$ cat src/rtl/jalapeno_sequencer_if.sv
// Bus between the Jalapeno sequencer and its surroundings: program memory,
// microcode ROM, ALU flag results and the single-step enable.
interface jalapeno_sequencer_if #(
  parameter int PC_W = 12
);
  logic            enable;
  logic [7:0]      prog_byte;
  logic [12:0]     ctrl;
  logic            alu_c;
  logic            alu_z;
  logic [PC_W-1:0] pc;
  logic [6:0]      rom_addr;
  logic [3:0]      instr;
  logic [3:0]      oprnd;
  logic            phase;
  logic            flag_c;
  logic            flag_z;

  modport master (
    output enable, prog_byte, ctrl, alu_c, alu_z,
    input  pc, rom_addr, instr, oprnd, phase, flag_c, flag_z
  );

  modport slave (
    input  enable, prog_byte, ctrl, alu_c, alu_z,
    output pc, rom_addr, instr, oprnd, phase, flag_c, flag_z
  );
endinterface

$ cat src/rtl/jalapeno_sequencer.sv
// Fetch/sequencing front end of the 4-bit Jalapeno processor: PC, fetch
// register, fetch/execute phase and C/Z flags, driven by the microcode word.
module jalapeno_sequencer #(
  parameter int              PC_W   = 12,
  parameter logic [PC_W-1:0] RST_PC = '0
) (
  input  logic                 clk,
  input  logic                 reset_n,
  jalapeno_sequencer_if.slave  bus
);

  typedef enum logic {
    PH_FETCH = 1'b0,
    PH_EXEC  = 1'b1
  } phase_t;

  phase_t          phase_reg, phase_next;
  logic [PC_W-1:0] pc_reg, pc_next;
  logic [3:0]      instr_reg, instr_next;
  logic [3:0]      oprnd_reg, oprnd_next;
  logic            flag_c_reg, flag_c_next;
  logic            flag_z_reg, flag_z_next;

  logic inc_pc, load_pc, load_flags;
  assign inc_pc     = bus.ctrl[12];
  assign load_pc    = bus.ctrl[11];
  assign load_flags = bus.ctrl[9];

  // The remaining control bits feed the datapath directly.
  logic unused_ctrl;
  assign unused_ctrl = &{1'b0, bus.ctrl[10], bus.ctrl[8:0]};

  always_ff @(posedge clk or negedge reset_n) begin
    if (!reset_n) begin
      phase_reg  <= PH_FETCH;
      pc_reg     <= RST_PC;
      instr_reg  <= 4'h0;
      oprnd_reg  <= 4'h0;
      flag_c_reg <= 1'b0;
      flag_z_reg <= 1'b0;
    end else if (bus.enable) begin
      phase_reg  <= phase_next;
      pc_reg     <= pc_next;
      instr_reg  <= instr_next;
      oprnd_reg  <= oprnd_next;
      flag_c_reg <= flag_c_next;
      flag_z_reg <= flag_z_next;
    end
  end

  always_comb begin
    phase_next  = phase_reg;
    pc_next     = pc_reg;
    instr_next  = instr_reg;
    oprnd_next  = oprnd_reg;
    flag_c_next = flag_c_reg;
    flag_z_next = flag_z_reg;

    unique case (phase_reg)
      PH_FETCH: begin
        phase_next = PH_EXEC;
        instr_next = bus.prog_byte[7:4];
        oprnd_next = bus.prog_byte[3:0];
      end
      PH_EXEC: phase_next = PH_FETCH;
      default: phase_next = PH_FETCH;
    endcase

    // Jump target high nibble is the oprnd held before this edge's fetch.
    if (load_pc) begin
      pc_next = PC_W'({oprnd_reg, bus.prog_byte});
    end else if (inc_pc) begin
      pc_next = pc_reg + PC_W'(1);
    end

    if (load_flags) begin
      flag_c_next = bus.alu_c;
      flag_z_next = bus.alu_z;
    end
  end

  assign bus.pc       = pc_reg;
  assign bus.instr    = instr_reg;
  assign bus.oprnd    = oprnd_reg;
  assign bus.phase    = phase_reg;
  assign bus.flag_c   = flag_c_reg;
  assign bus.flag_z   = flag_z_reg;
  assign bus.rom_addr = {instr_reg, flag_c_reg, flag_z_reg, phase_reg};

endmodule

$ cat src/flat_wrapper.sv
// flat-port wrapper written by rule: the top's interface ports become plain ports
module jalapeno_sequencer_flat 
#(
  parameter int              PC_W   = 12,
  parameter logic [PC_W-1:0] RST_PC = '0
)
  (clk, reset_n, bus_enable, bus_prog_byte, bus_ctrl, bus_alu_c, bus_alu_z, bus_pc, bus_rom_addr, bus_instr, bus_oprnd, bus_phase, bus_flag_c, bus_flag_z);
  jalapeno_sequencer_if #(.PC_W(PC_W)) bus_i ();
  input  logic clk;
  input  logic reset_n;
  input wire logic [$bits(bus_i.enable)-1:0] bus_enable;
  input wire logic [$bits(bus_i.prog_byte)-1:0] bus_prog_byte;
  input wire logic [$bits(bus_i.ctrl)-1:0] bus_ctrl;
  input wire logic [$bits(bus_i.alu_c)-1:0] bus_alu_c;
  input wire logic [$bits(bus_i.alu_z)-1:0] bus_alu_z;
  output wire logic [$bits(bus_i.pc)-1:0] bus_pc;
  output wire logic [$bits(bus_i.rom_addr)-1:0] bus_rom_addr;
  output wire logic [$bits(bus_i.instr)-1:0] bus_instr;
  output wire logic [$bits(bus_i.oprnd)-1:0] bus_oprnd;
  output wire logic [$bits(bus_i.phase)-1:0] bus_phase;
  output wire logic [$bits(bus_i.flag_c)-1:0] bus_flag_c;
  output wire logic [$bits(bus_i.flag_z)-1:0] bus_flag_z;
  assign bus_i.enable = bus_enable;
  assign bus_i.prog_byte = bus_prog_byte;
  assign bus_i.ctrl = bus_ctrl;
  assign bus_i.alu_c = bus_alu_c;
  assign bus_i.alu_z = bus_alu_z;
  assign bus_pc = bus_i.pc;
  assign bus_rom_addr = bus_i.rom_addr;
  assign bus_instr = bus_i.instr;
  assign bus_oprnd = bus_i.oprnd;
  assign bus_phase = bus_i.phase;
  assign bus_flag_c = bus_i.flag_c;
  assign bus_flag_z = bus_i.flag_z;
  jalapeno_sequencer #(.PC_W(PC_W), .RST_PC(RST_PC)) u_core (.clk(clk), .reset_n(reset_n), .bus(bus_i));
endmodule
$ cat config.mk
export PLATFORM = sky130hd
export DESIGN_NAME = jalapeno_sequencer_flat
export DESIGN_NICKNAME = d
export VERILOG_FILES = /design/src/rtl/jalapeno_sequencer_if.sv /design/src/rtl/jalapeno_sequencer.sv /design/src/flat_wrapper.sv
export SDC_FILE = /design/constraint.sdc
export NUM_CORES = 1
export LEC_CHECK = 0
export ABC_AREA = 1
export ABC_CLOCK_PERIOD_IN_PS = 1390
export CAP_MARGIN = 20
export CORE_MARGIN = 10
export CORE_UTILIZATION = 33
export DETAILED_ROUTE_END_ITERATION = 8
export HOLD_SLACK_MARGIN = 0.15
export PLACE_DENSITY = 0.65
export SYNTH_ARGS = -nofsm -noshare
export SYNTH_HDL_FRONTEND = slang
export SYNTH_SLANG_ARGS = --single-unit
$ cat constraint.sdc
create_clock -name clk -period 1.39 [get_ports clk]
set_clock_uncertainty 0.2 [all_clocks]
set_input_delay 0.278 -clock clk [delete_from_list [all_inputs] [get_ports clk]]
set_output_delay 0.278 -clock clk [all_outputs]
set_load 0.02 [all_outputs]
==> results of run 1 <==
-- area by class of cell --
class	instances	area, µm²	share of cell area [%]
tap	48	60.1	3.09
multi-input combinational	110	639	32.9
inverter	22	82.6	4.24
sequential	23	583	30.0
clock buffer	4	45.0	2.32
timing repair buffer	72	536	27.5
-- where the power goes --
part	leakage (nW)	internal (mW)	switching, mW	total [mW]
Sequential	0.263	0.804	0.0934	0.897
Combinational	0.695	0.475	0.637	1.11
Clock	0.0228	0.205	0.226	0.431
Total	0.980	1.48	0.956	2.44
-- timing repair --
action                     in CTS  in global routing
hold buffers                    0                  0
gates resized for setup       132                 26
setup buffers                   1                  2
setup endpoints to repair      51                 16
pin swaps                       3                 11
-- worst register-to-register path: stages (launching register included) --
cell	delay, ns
dfrtp_2	0.42
buf_6	0.12
nand2_4	0.04
nor2_4	0.19
nand2_2	0.10
o21ai_2	0.14
nand2_1	0.05
o21ai_1	0.07
inv_1	0.05
-- how the worst max path moves through the flow --
stage                                 from             endpoint  depth (start not counted)
after detailed placement        bus_enable  u_core.bus.oprnd[0]                          4
final                     u_core.bus.pc[1]     u_core.bus.pc[7]                          8
after floorplan           u_core.bus.phase  u_core.bus.oprnd[0]                          4
after CTS                 u_core.bus.pc[0]     u_core.bus.pc[7]                          8
after global placement          bus_enable  u_core.bus.oprnd[0]                          4
after global routing      u_core.bus.pc[1]     u_core.bus.pc[7]                          8
-- routing by layer --
layer | routed length [µm] | part of all wire (%) | vias to the layer above
li1 | - | - | 653
met5 | 0 | 0 | -
met1 | 1670 | 46 | 585
met4 | 15 | 0.42 | 0
met2 | 1590 | 44 | 41
met3 | 314 | 8.7 | 2
-- cells in the mapped netlist --
cell / instances / share of area, %
nand2_1: 44 / 13
dfrtp_1: 23 / 45
inv_1: 21 / 6.2
nor2_1: 15 / 4.4
o21ai_0: 15 / 5.9
a21oi_1: 13 / 5.1
buf_4: 7 / 4.1
nand3_1: 7 / 2.7
mux2_2: 5 / 4.4
buf_2: 3 / 1.2
clkbuf_1: 2 / 0.59
nand4_1: 2 / 0.98
o21ai_1: 2 / 0.78
a31oi_1: 1 / 0.49
buf_6: 1 / 0.88
ha_1: 1 / 0.98
inv_2: 1 / 0.29
mux2_4: 1 / 1.2
nand3b_1: 1 / 0.59
nor3_1: 1 / 0.39
o22ai_1: 1 / 0.49
or2_1: 1 / 0.49
-- through the flow --
step | instances | util, % | worst slack (ns) | total power [mW] | instance area, µm²
3_5_place_dp | 272 | 52.2 | -0.495 | 2.09 | 1940
5_1_grt | 279 | 52.4 | -0.204 | 2.61 | 1950
4_1_cts | 277 | 51.4 | -0.0917 | 2.40 | 1910
2_1_floorplan | 168 | - | -0.132 | 1.50 | 1310
3_3_place_gp | 272 | 52.2 | -0.483 | 2.08 | 1940
6_report | 279 | 52.4 | -0.0901 | 2.44 | 1950
-- cell families after synthesis --
logic type,after synthesis,share of synthesized area (%)
AOI/OAI and AO/OA,32,12.7
adders and majority gates,1,0.978
buffers and inverters,35,13.2
DFF,23,45.0
muxes,6,5.58
and+or+nand+nor,71,22.5
==> summary.txt, run 1 <==
Detailed routing
  • Routed len/inst: around 13 µm
  • DR vias: 1281
  • Detailed Route WL: 3590 µm
  • Initial DRC count: 35
  • DRT Pass-1 Iters: 4
  • Via/cell ratio: around 4.6
  • Drt drc: 0
  • DRT antenna net count: 0

Floorplan
  • Core area: approximately 3700 µm²
  • Starting density of the core: between 30% and 40%
  • Io pins: 56
  • Rows: 22
  • Die width: between 80 and 90 µm
  • Chip Height: around 82 µm
  • Area of the die: 6770 µm²

Critical path
  • Reg2reg setup slack: -0.09 ns
  • Crit-path cells: buf_6 -> nand2_4 -> nor2_4 -> nand2_2 -> o21ai_2 -> nand2_1 -> o21ai_1 -> inv_1
  • Crit end category: flip-flop
  • Crit path arrival time: ~1.5 ns
  • Worst path slowest cell: dfrtp_2
  • Worst Path Required: ~1.4 ns
  • CP Launch Type: flip-flop
  • CP top delay family: flip-flops
  • Reg-to-Reg End: u_core.bus.pc[7]
  • CP peak stage delay: 0.42 ns
  • R2r startpoint: u_core.bus.pc[1]
  • Worst-case reg-to-reg path depth: 8
  • Buf/Inv on CP: 2
  • Max FO, Critical Path: 7
  • Type of the worst setup path: reg -> reg

Synth
  • Synth Net Count: around 200
  • Syn avg cell area: ~7.6 µm²
  • #FFs+latches synth: 23
  • Mapped Cells: about 170
  • Synth cell types: 22
  • Yosys warnings: 0
  • Sequential area share after synthesis: a little under half
  • Netlist Area Pre-Place: roughly 1300 µm²

Finish
  • Commonest non-fill, non-tap cell in the layout: nand2_1
  • Fillers: 374
  • Fin nets: 259
  • Commonest cells after routing, fill and taps aside: nand2_1 (38), buf_2 (30), buf_4 (22), inv_1 (19), dfrtp_1 (17)
  • Ratio of cells with drive above 1 in the final layout: roughly two fifths
  • ANT cells: 0
  • Area growth from synthesis to layout: 52.2%
  • Largest register FFs: 12

GRT
  • Met3 GRT Util: under 10%
  • GR Layer Usage met1: between 10% and 20%
  • First-pass GRT wire length: slightly below 6000 µm
  • Met2 Use GR: between 10% and 20%
  • Most Used Layer, Global Route: met2
  • Initial antenna violation count: 0
  • GR Overflow Total: 0
  • Pin count of the biggest net entering global routing: 24
  • Vias in the first global route: roughly 1300
  • Tot GR Track Use: between 10% and 20%

CTS
  • Clk slew on worst S/H paths: roughly 0.090 ns
  • Clock buffer depth: 2
  • CTS tree: yes
  • Worst-skew pair later-pin latency: ~0.27 ns
  • Cts bufs inserted: 3
  • H-tree levels: 1
  • Root Buffer: clkbuf_8
  • CTS sink cnt: 23

Job
  • Max cap viols: 0

Power and ir drop
  • Pwr dens: between 1000 and 1500 nW/µm²
  • Leak: ~0.98 nW
  • Peak VDD IR: between 400 and 500 µV

STA
  • Max-slew headroom: 86.6%
  • RSZ-0062 raised after global routing: yes
  • Final setup margin: -0.0901 ns
  • Fin crit share: 106%
  • Final setup fails: 7
  • Period minus WS final: ~1.5 ns
  • Setup tns final: -0.256 ns
  • Fmax: between 600 and 700 MHz
  • Fin. Hold Viols: 0
  • Max-slew violation count: 0
  • Final Hold Slack: about 0.15 ns
  • Worst Max-Slew Pin Slew: 0.201 ns

Min path
  • Hold/Removal Path Class: in -> async

Outcome
  • Status: finished, violations left
  • Failing checks: negative setup slack

Place
  • DPL Wire Length: between 2000 and 3000 µm
  • Routability Congestion: 0.780
  • Port buffer count: between 40 and 50
Power figures use the tool's default switching activity.
==> run 2: changes to the inputs <==
- CELL_PAD_IN_SITES_DETAIL_PLACEMENT: not set -> 1
- CELL_PAD_IN_SITES_GLOBAL_PLACEMENT: not set -> 2
- CORE_UTILIZATION: 33 -> 20
- PLACE_DENSITY: 0.65 -> 0.73
- RECOVER_POWER: not set -> 50
==> run 2 against run 1 <==
  * The flow still finishes with violations (negative setup slack)
  * Sequential cell count did not move
  * Critical path type is now reg -> out
  * Via count rose by 5.9%
  * Die area rose by 48%
  * Critical path depth fell by 6
  * Critical endpoint is now bus_pc[1]
==> summary.txt, run 2 (synthesis gave the netlist of run 1 again) <==
Critical path
  • Worst Path Required: 0.91 ns (was 1.36 ns)
  • Crit path from: u_core.bus.pc[1] (unchanged)
  • CP peak stage delay: 0.45 ns (was 0.42 ns)
  • CP top delay family: flip-flops (unchanged)
  • Max FO, Critical Path: 3 (was 7)
  • Crit-path cells: buf_4 -> buf_4 (was buf_6 -> nand2_4 -> nor2_4 -> nand2_2 -> o21ai_2 -> nand2_1 -> o21ai_1 -> inv_1)
  • Crit end category: output port (was flip-flop)
  • Crit path top cell by count: buf_4
  • CP Launch Type: flip-flop (unchanged)
  • Crit path arrival time: 1.01 ns (was 1.45 ns)
  • Worst path slowest cell: dfrtp_2 (unchanged)
  • Reg2reg setup slack: -0.06 ns (was -0.09 ns)
  • R2r startpoint: u_core.bus.pc[0] (was u_core.bus.pc[1])
  • Type of the worst setup path: reg -> out (was reg -> reg)
  • Buf/Inv on CP: 2 (unchanged)

GRT
  • First-pass GRT wire length: 7520 µm (was 5800 µm)
  • Pin count of the biggest net entering global routing: 24 (unchanged)
  • Vias in the first global route: 1473 (was 1275)
  • Tot GR Track Use: 9.29% (was 10.7%)
  • GR Overflow Total: 0 (unchanged)
  • Initial antenna violation count: 0 (unchanged)

Floorplan
  • Core area: 6280 µm² (was 3720 µm²)
  • Starting density of the core: 20.4% (was 34.4%)
  • Area of the die: 9990 µm² (was 6770 µm²)
  • Rows: 29 (was 22)
  • Chip Height: 100 µm (was 82.3 µm)
  • Io pins: 56 (unchanged)
  • Die width: 100 µm (was 82.3 µm)

Finish
  • Ratio of cells with drive above 1 in the final layout: 44.4% (was 40.7%)
  • Area growth from synthesis to layout: 65.9% (was 52.2%)
  • Commonest cells after routing, fill and taps aside: nand2_1 (37), buf_4 (34), buf_2 (22), inv_1 (19), dfrtp_1 (16) (was nand2_1 (38), buf_2 (30), buf_4 (22), inv_1 (19), dfrtp_1 (17))
  • Commonest non-fill, non-tap cell in the layout: nand2_1 (unchanged)
  • Fin nets: 271 (was 259)
  • Fillers: 767 (was 374)
  • ANT cells: 0 (unchanged)
  • Largest register FFs: 12 (unchanged)

STA
  • Fin crit share: 107% (was 106%)
  • Fin. Hold Viols: 0 (unchanged)
  • Period minus WS final: 1.49 ns (was 1.48 ns)
  • Max-slew headroom: 57.5% (was 86.6%)
  • RSZ-0062 raised after global routing: yes (unchanged)
  • Final setup fails: 7 (unchanged)
  • Worst Max-Slew Pin Slew: 0.637 ns (was 0.201 ns)
  • Fmax: 670 MHz (was 676 MHz)
  • Final Hold Slack: 0.297 ns (was 0.146 ns)
  • Max-slew violation count: 0 (unchanged)
  • Final setup margin: -0.102 ns (was -0.0901 ns)

Outcome
  • Failing checks: negative setup slack (unchanged)
  • Status: finished, violations left (unchanged)

Power and ir drop
  • Comb power frac: 47.2% (was 45.6%)
  • Pwr dens: 1220 nW/µm² (was 1250 nW/µm²)
  • Peak VDD IR: 480 µV (was 473 µV)
  • Switching Fraction: 39.4% (was 39.2%)
  • Leak: 1.05 nW (was 0.980 nW)
  • P_int: 1.57 mW (was 1.48 mW)
  • Seq pwr share: 36.1% (was 36.8%)
  • Clk pwr share: 16.7% (was 17.7%)
  • NetSw: 1.02 mW (was 956 µW)

Job
  • Max cap viols: 0 (unchanged)

CTS
  • H-tree levels: 1 (unchanged)
  • Clock buffer depth: 2 (unchanged)
  • Worst-skew pair later-pin latency: 0.27 ns (about the same)
  • CTS tree: yes (unchanged)
  • Cts hold-fix bufs: 0 (unchanged)
  • Clk slew on worst S/H paths: 0.08 ns (was 0.09 ns)
  • Root Buffer: clkbuf_8 (unchanged)
  • CTS sink cnt: 23 (unchanged)
  • Cts bufs inserted: 3 (unchanged)

Detailed routing
  • DRT Pass-1 Iters: 4 (unchanged)
  • Drt drc: 0 (unchanged)
  • Met2 Wirelength: 2240 µm (was 1590 µm)
  • Met3 Wirelength: 219 µm (was 314 µm)
  • Detailed Route WL: 4610 µm (was 3590 µm)
  • Met1 wire length: 2140 µm (was 1670 µm)
  • Routed len/inst: 14.4 µm (was 12.9 µm)
  • Initial DRC count: 29 (was 35)
  • Top layer in use: met4 (unchanged)
  • Via/cell ratio: 4.24 (was 4.59)
  • DRT antenna net count: 0 (unchanged)
  • DR vias: 1356 (was 1281)

Min path
  • Min-delay src: bus_enable
  • Hold/Removal Path Class: in -> reg (was in -> async)

Place
  • DPL Wire Length: 3460 µm (was 2700 µm)
  • Place WS: -0.541 ns (was -0.495 ns)
  • Port buffer count: 45 (unchanged)
  • Routability Congestion: 0.757 (was 0.780)
[run 2: worst min-delay path: cells and delay by family]
kind	cells	cell delay [ns]
simple gates	2	0.10
buf+inv	2	0.35
[run 2: path summary, 6_finish.rpt]
| path | to | depth (start not counted) |
|---|---|---|
| setup reg to reg | u_core.bus.pc[8] | 8 |
| min in group asynchronous | u_core.bus.instr[3] | 2 |
| hold / removal | u_core.bus.phase | 4 |
| hold reg to reg | u_core.bus.instr[1] | 2 |
| max in group asynchronous | u_core.bus.pc[2] | 2 |
| setup / recovery | bus_pc[1] | 2 |
[run 2: power by group through the flow]
stage,sequential (mW),combinational [mW],clock [mW]
after floorplan,1.09,0.413,0
after global placement,0.924,1.20,0
after detailed placement,0.928,1.22,0
after CTS,0.926,1.15,0.466
after global routing,0.960,1.34,0.492
final,0.932,1.22,0.432
[run 2: timing repair]
item                                    4_1_cts  5_1_grt
endpoints found under the setup margin       50       19
resized for setup                           149       31
gates cloned                                  1        0
buffers inserted                              5        2
pin swaps                                    13       17
endpoints found under the hold margin         0        0
[run 2: layout make-up]
cell class | instances | area, µm² | share of cell area (%)
inverters | 22 | 85.1 | 4.01
flip-flops and latches | 23 | 584 | 27.5
well taps | 77 | 96.3 | 4.54
multi-input cells | 111 | 667 | 31.4
clock buffers | 4 | 45.0 | 2.12
repair buffers | 83 | 644 | 30.4
[run 2: through the flow]
stage / utilization [%] / instances / cell area [µm²] / total power [mW] / TNS [ns]
final: 33.8 / 320 / 2120 / 2.58 / -0.378
after floorplan: - / 168 / 1310 / 1.50 / -0.319
after global routing: 33.8 / 320 / 2120 / 2.79 / -1.28
after global placement: 32.3 / 309 / 2020 / 2.13 / -10.30
after CTS: 32.2 / 318 / 2020 / 2.54 / -0.410
after detailed placement: 32.3 / 309 / 2020 / 2.15 / -10.89
[run 2: routing by layer]
| layer | vias to the layer above | global-route usage, % |
|---|---|---|
| met5 | - | 0 |
| li1 | 682 | - |
| met4 | 0 | 2.98 |
| met1 | 645 | 11.6 |
| met2 | 27 | 15.3 |
| met3 | 2 | 2.13 |
==> run 3: changes to the inputs <==
- ABC_AREA: 1 -> not set
- CORE_UTILIZATION: 20 -> 21
- GPL_ROUTABILITY_DRIVEN: not set -> 0
- PLACE_DENSITY: 0.73 -> 0.71
- SLEW_MARGIN: not set -> 40
==> run 3 against run 2 <==
  * The flow still finishes with violations (negative setup slack)
  * Die area down 6.5%
  * Clock power up 2%
  * Register-to-register slack worse by 0.08 ns
  * Largest power group unchanged
  * Largest cell class is now flip-flops and latches
  * Global-route usage down 0.37 points
  * Sequential power up 13%
==> summary.txt, run 3 <==
Power and ir drop
  • Peak VDD IR: 632 µV (was 480 µV)
  • Pwr dens: 1630 nW/µm² (was 1220 nW/µm²)
  • Total power: 3.10 mW (was 2.58 mW)
  • Leak: 0.854 nW (was 1.05 nW)

Floorplan
  • Io pins: 56 (unchanged)
  • Area of the die: 9340 µm² (was 9990 µm²)
  • Die width: 96.6 µm (was 100 µm)
  • Chip Height: 96.6 µm (was 100 µm)
  • Rows: 27 (was 29)
  • Core area: 5610 µm² (was 6280 µm²)
  • Starting density of the core: 22.0% (was 20.4%)

Synth
  • Area contributors post-synth: dfrtp_1 (47%), mux2_2 (10%), buf_4 (4.3%) (was dfrtp_1 (45%), nand2_1 (13%), inv_1 (6.2%))
  • Post-synth ARST share: 100% (unchanged)
  • Sequential area share after synthesis: 46.7% (was 45.0%)
  • Mapped Cells: 120 (was 168)
  • Syn avg cell area: 10.3 µm² (was 7.61 µm²)
  • Synth cell types: 34 (was 22)
  • Main flop type after synthesis: dfrtp_1 (unchanged)
  • #FFs+latches synth: 23 (unchanged)
  • Most frequent cells after synthesis: dfrtp_1 (23), mux2_2 (11), o21ai_0 (10) (was nand2_1 (44), dfrtp_1 (23), inv_1 (21))
  • Area leader, netlist: dfrtp_1 (unchanged)
  • Share of the synthesized area in the top cell type: 46.7% (was 45.0%)
  • Cell with the most instances after synthesis: dfrtp_1 (was nand2_1)
  • Yosys warnings: 0 (unchanged)
  • Netlist Area Pre-Place: 1230 µm² (was 1280 µm²)
  • Synth Net Count: 147 (was 195)
  • Number of synthesized flops with an enable pin: 0 (unchanged)

CTS
  • Cts bufs inserted: 3 (unchanged)
  • Worst-skew pair later-pin latency: 0.27 ns (about the same)
  • H-tree levels: 1 (unchanged)
  • Cts hold-fix bufs: 0 (unchanged)
  • CTS tree: yes (unchanged)
  • Clock buffer depth: 2 (unchanged)
  • Clk slew on worst S/H paths: 0.09 ns (was 0.08 ns)
  • CTS sink cnt: 23 (unchanged)
  • Root Buffer: clkbuf_8 (unchanged)

STA
  • Fin. Hold Viols: 0 (unchanged)
  • RSZ-0062 raised after global routing: yes (unchanged)
  • Max-slew headroom: 60.9% (was 57.5%)
  • Max-slew violation count: 0 (unchanged)
  • Period minus WS final: 1.53 ns (was 1.49 ns)
  • Final setup margin: -0.144 ns (was -0.102 ns)
  • Worst Max-Slew Pin Slew: 0.586 ns (was 0.637 ns)
  • Fin crit share: 110% (was 107%)
  • Fmax: 652 MHz (was 670 MHz)
  • Final Hold Slack: 0.282 ns (was 0.297 ns)
  • Final setup fails: 9 (was 7)

GRT
  • Pin count of the biggest net entering global routing: 24 (unchanged)
  • Initial antenna violation count: 0 (unchanged)
  • GR Overflow Total: 0 (unchanged)
  • Vias in the first global route: 1348 (was 1473)
  • First-pass GRT wire length: 7220 µm (was 7520 µm)
  • Tot GR Track Use: 8.92% (was 9.29%)

Detailed routing
  • Routed len/inst: 16.2 µm (was 14.4 µm)
  • DRT antenna net count: 0 (unchanged)
  • Detailed Route WL: 4250 µm (was 4610 µm)
  • Via/cell ratio: 4.66 (was 4.24)
  • DRT Pass-1 Iters: 4 (unchanged)
  • DR vias: 1220 (was 1356)
  • Initial DRC count: 37 (was 29)
  • Drt drc: 0 (unchanged)

Finish
  • Commonest cells after routing, fill and taps aside: buf_4 (30), buf_2 (28), dfrtp_1 (13), clkdlybuf4s50_1 (11) (was nand2_1 (37), buf_4 (34), buf_2 (22), inv_1 (19), dfrtp_1 (16))
  • Cell area after layout: 1910 µm² (was 2120 µm²)
  • Fillers: 675 (was 767)
  • ANT cells: 0 (unchanged)
  • Area growth from synthesis to layout: 54.6% (was 65.9%)
  • Fin nets: 218 (was 271)
  • Ratio of cells with drive above 1 in the final layout: 51.1% (was 44.4%)
  • Commonest non-fill, non-tap cell in the layout: buf_4 (was nand2_1)
  • Largest register FFs: 12 (unchanged)
  • Fin util: 34.0% (was 33.8%)

Place
  • Cell area after placement: 1950 µm² (was 2020 µm²)
  • DPL Wire Length: 3230 µm (was 3460 µm)
  • Port buffer count: 45 (unchanged)

Critical path
  • Critical Path Stages: 4 (was 2)
  • CP top delay family: flip-flops (unchanged)
  • Reg-to-Reg End: u_core.bus.pc[9] (was u_core.bus.pc[8])
  • Buf/Inv on CP: 0 (was 2)
  • CP peak stage delay: 0.44 ns (was 0.45 ns)
  • Worst path slowest cell: dfrtp_2 (unchanged)
  • Worst Path Required: 1.35 ns (was 0.91 ns)
  • Crit-path cells: and4_4 -> and4_4 -> a311o_1 -> o2111a_1 (was buf_4 -> buf_4)
  • Max FO, Critical Path: 5 (was 3)
  • CP Launch Type: flip-flop (unchanged)
  • Crit path arrival time: 1.50 ns (was 1.01 ns)
  • Crit path top cell by count: and4_4 (was buf_4)
  • Crit end category: flip-flop (was output port)
  • Worst-case reg-to-reg path depth: 4 (was 8)
  • Reg2reg setup slack: -0.14 ns (was -0.06 ns)
  • Type of the worst setup path: reg -> reg (was reg -> out)
  • R2r startpoint: u_core.bus.pc[2] (was u_core.bus.pc[0])

Min path
  • Hold EP: u_core.bus.phase (unchanged)
  • Cells on Worst Hold Path: 3 (was 4)
  • Hold/Removal Path Class: in -> reg (unchanged)
  • Min-delay src: bus_enable (unchanged)

Outcome
  • Failing checks: negative setup slack (unchanged)
  • Status: finished, violations left (unchanged)

Job
  • Max cap viols: 0 (unchanged)
## run 3: per-layer routing
metal	share of wire (%)	track usage [%]	up-vias	routed length, µm
met5	0	0	-	0
met4	0.80	2.48	0	34
met3	6.8	2.98	7	288
met2	46	14.4	40	1950
met1	46	11.0	600	1970
li1	-	-	573	-
## run 3: cell type report
cell class | instances | area, µm² | area share, %
clock buffers | 4 | 45.0 | 2.36
multi-input cells | 80 | 587 | 30.8
flip-flops and latches | 23 | 588 | 30.8
inverters | 3 | 11.3 | 0.591
well taps | 72 | 90.1 | 4.72
repair buffers | 80 | 586 | 30.7
## run 3: power breakdown
part / total (mW) / internal [mW] / switching (mW)
Combinational: 1.61 / 0.738 / 0.876
Sequential: 1.05 / 0.898 / 0.150
Clock: 0.440 / 0.205 / 0.235
## run 3: repair_timing
item / 4_1_cts / 5_1_grt
resized for setup: 128 / 10
setup endpoints to repair: 50 / 18
pin swaps: 9 / 4
hold endpoints to repair: 0 / 0
buffers inserted: 5 / 1
## run 3: worst max-delay path by stage
stage | start | to | slack, ns
3_3_place_gp | bus_ctrl[11] | u_core.bus.pc[8] | -0.48
5_1_grt | u_core.bus.pc[2] | u_core.bus.pc[11] | -0.21
2_1_floorplan | u_core.bus.pc[2] | u_core.bus.pc[11] | -0.27
3_5_place_dp | bus_ctrl[11] | u_core.bus.pc[8] | -0.49
6_report | u_core.bus.pc[2] | u_core.bus.pc[9] | -0.14
4_1_cts | u_core.bus.pc[2] | u_core.bus.pc[11] | -0.16
## run 3: tightest hold or removal path, delay by kind of cell
family / cells / cell delay, ns
buffers and inverters: 2 / 0.37
XOR/XNOR: 1 / 0.07
## run 3: metrics by stage
stage / TNS (ns) / cells / setup slack [ns]
global route: -1.51 / 262 / -0.209
finish: -0.843 / 262 / -0.144
detailed placement: -10.51 / 252 / -0.485
CTS: -0.981 / 261 / -0.157
floorplan: -0.907 / 120 / -0.270
global placement: -10.07 / 252 / -0.479
## run 3: cells by family after synthesis
group | Yosys count | synth area share [%]
AND/OR/NAND/NOR | 36 | 15.6
AO/OA/AOI/OAI | 28 | 15.5
flip-flops | 23 | 46.7
buffers and inverters | 17 | 8.01
multiplexers | 14 | 12.5
XOR/XNOR | 1 | 0.710
adder cells (fa/ha/maj) | 1 | 1.01
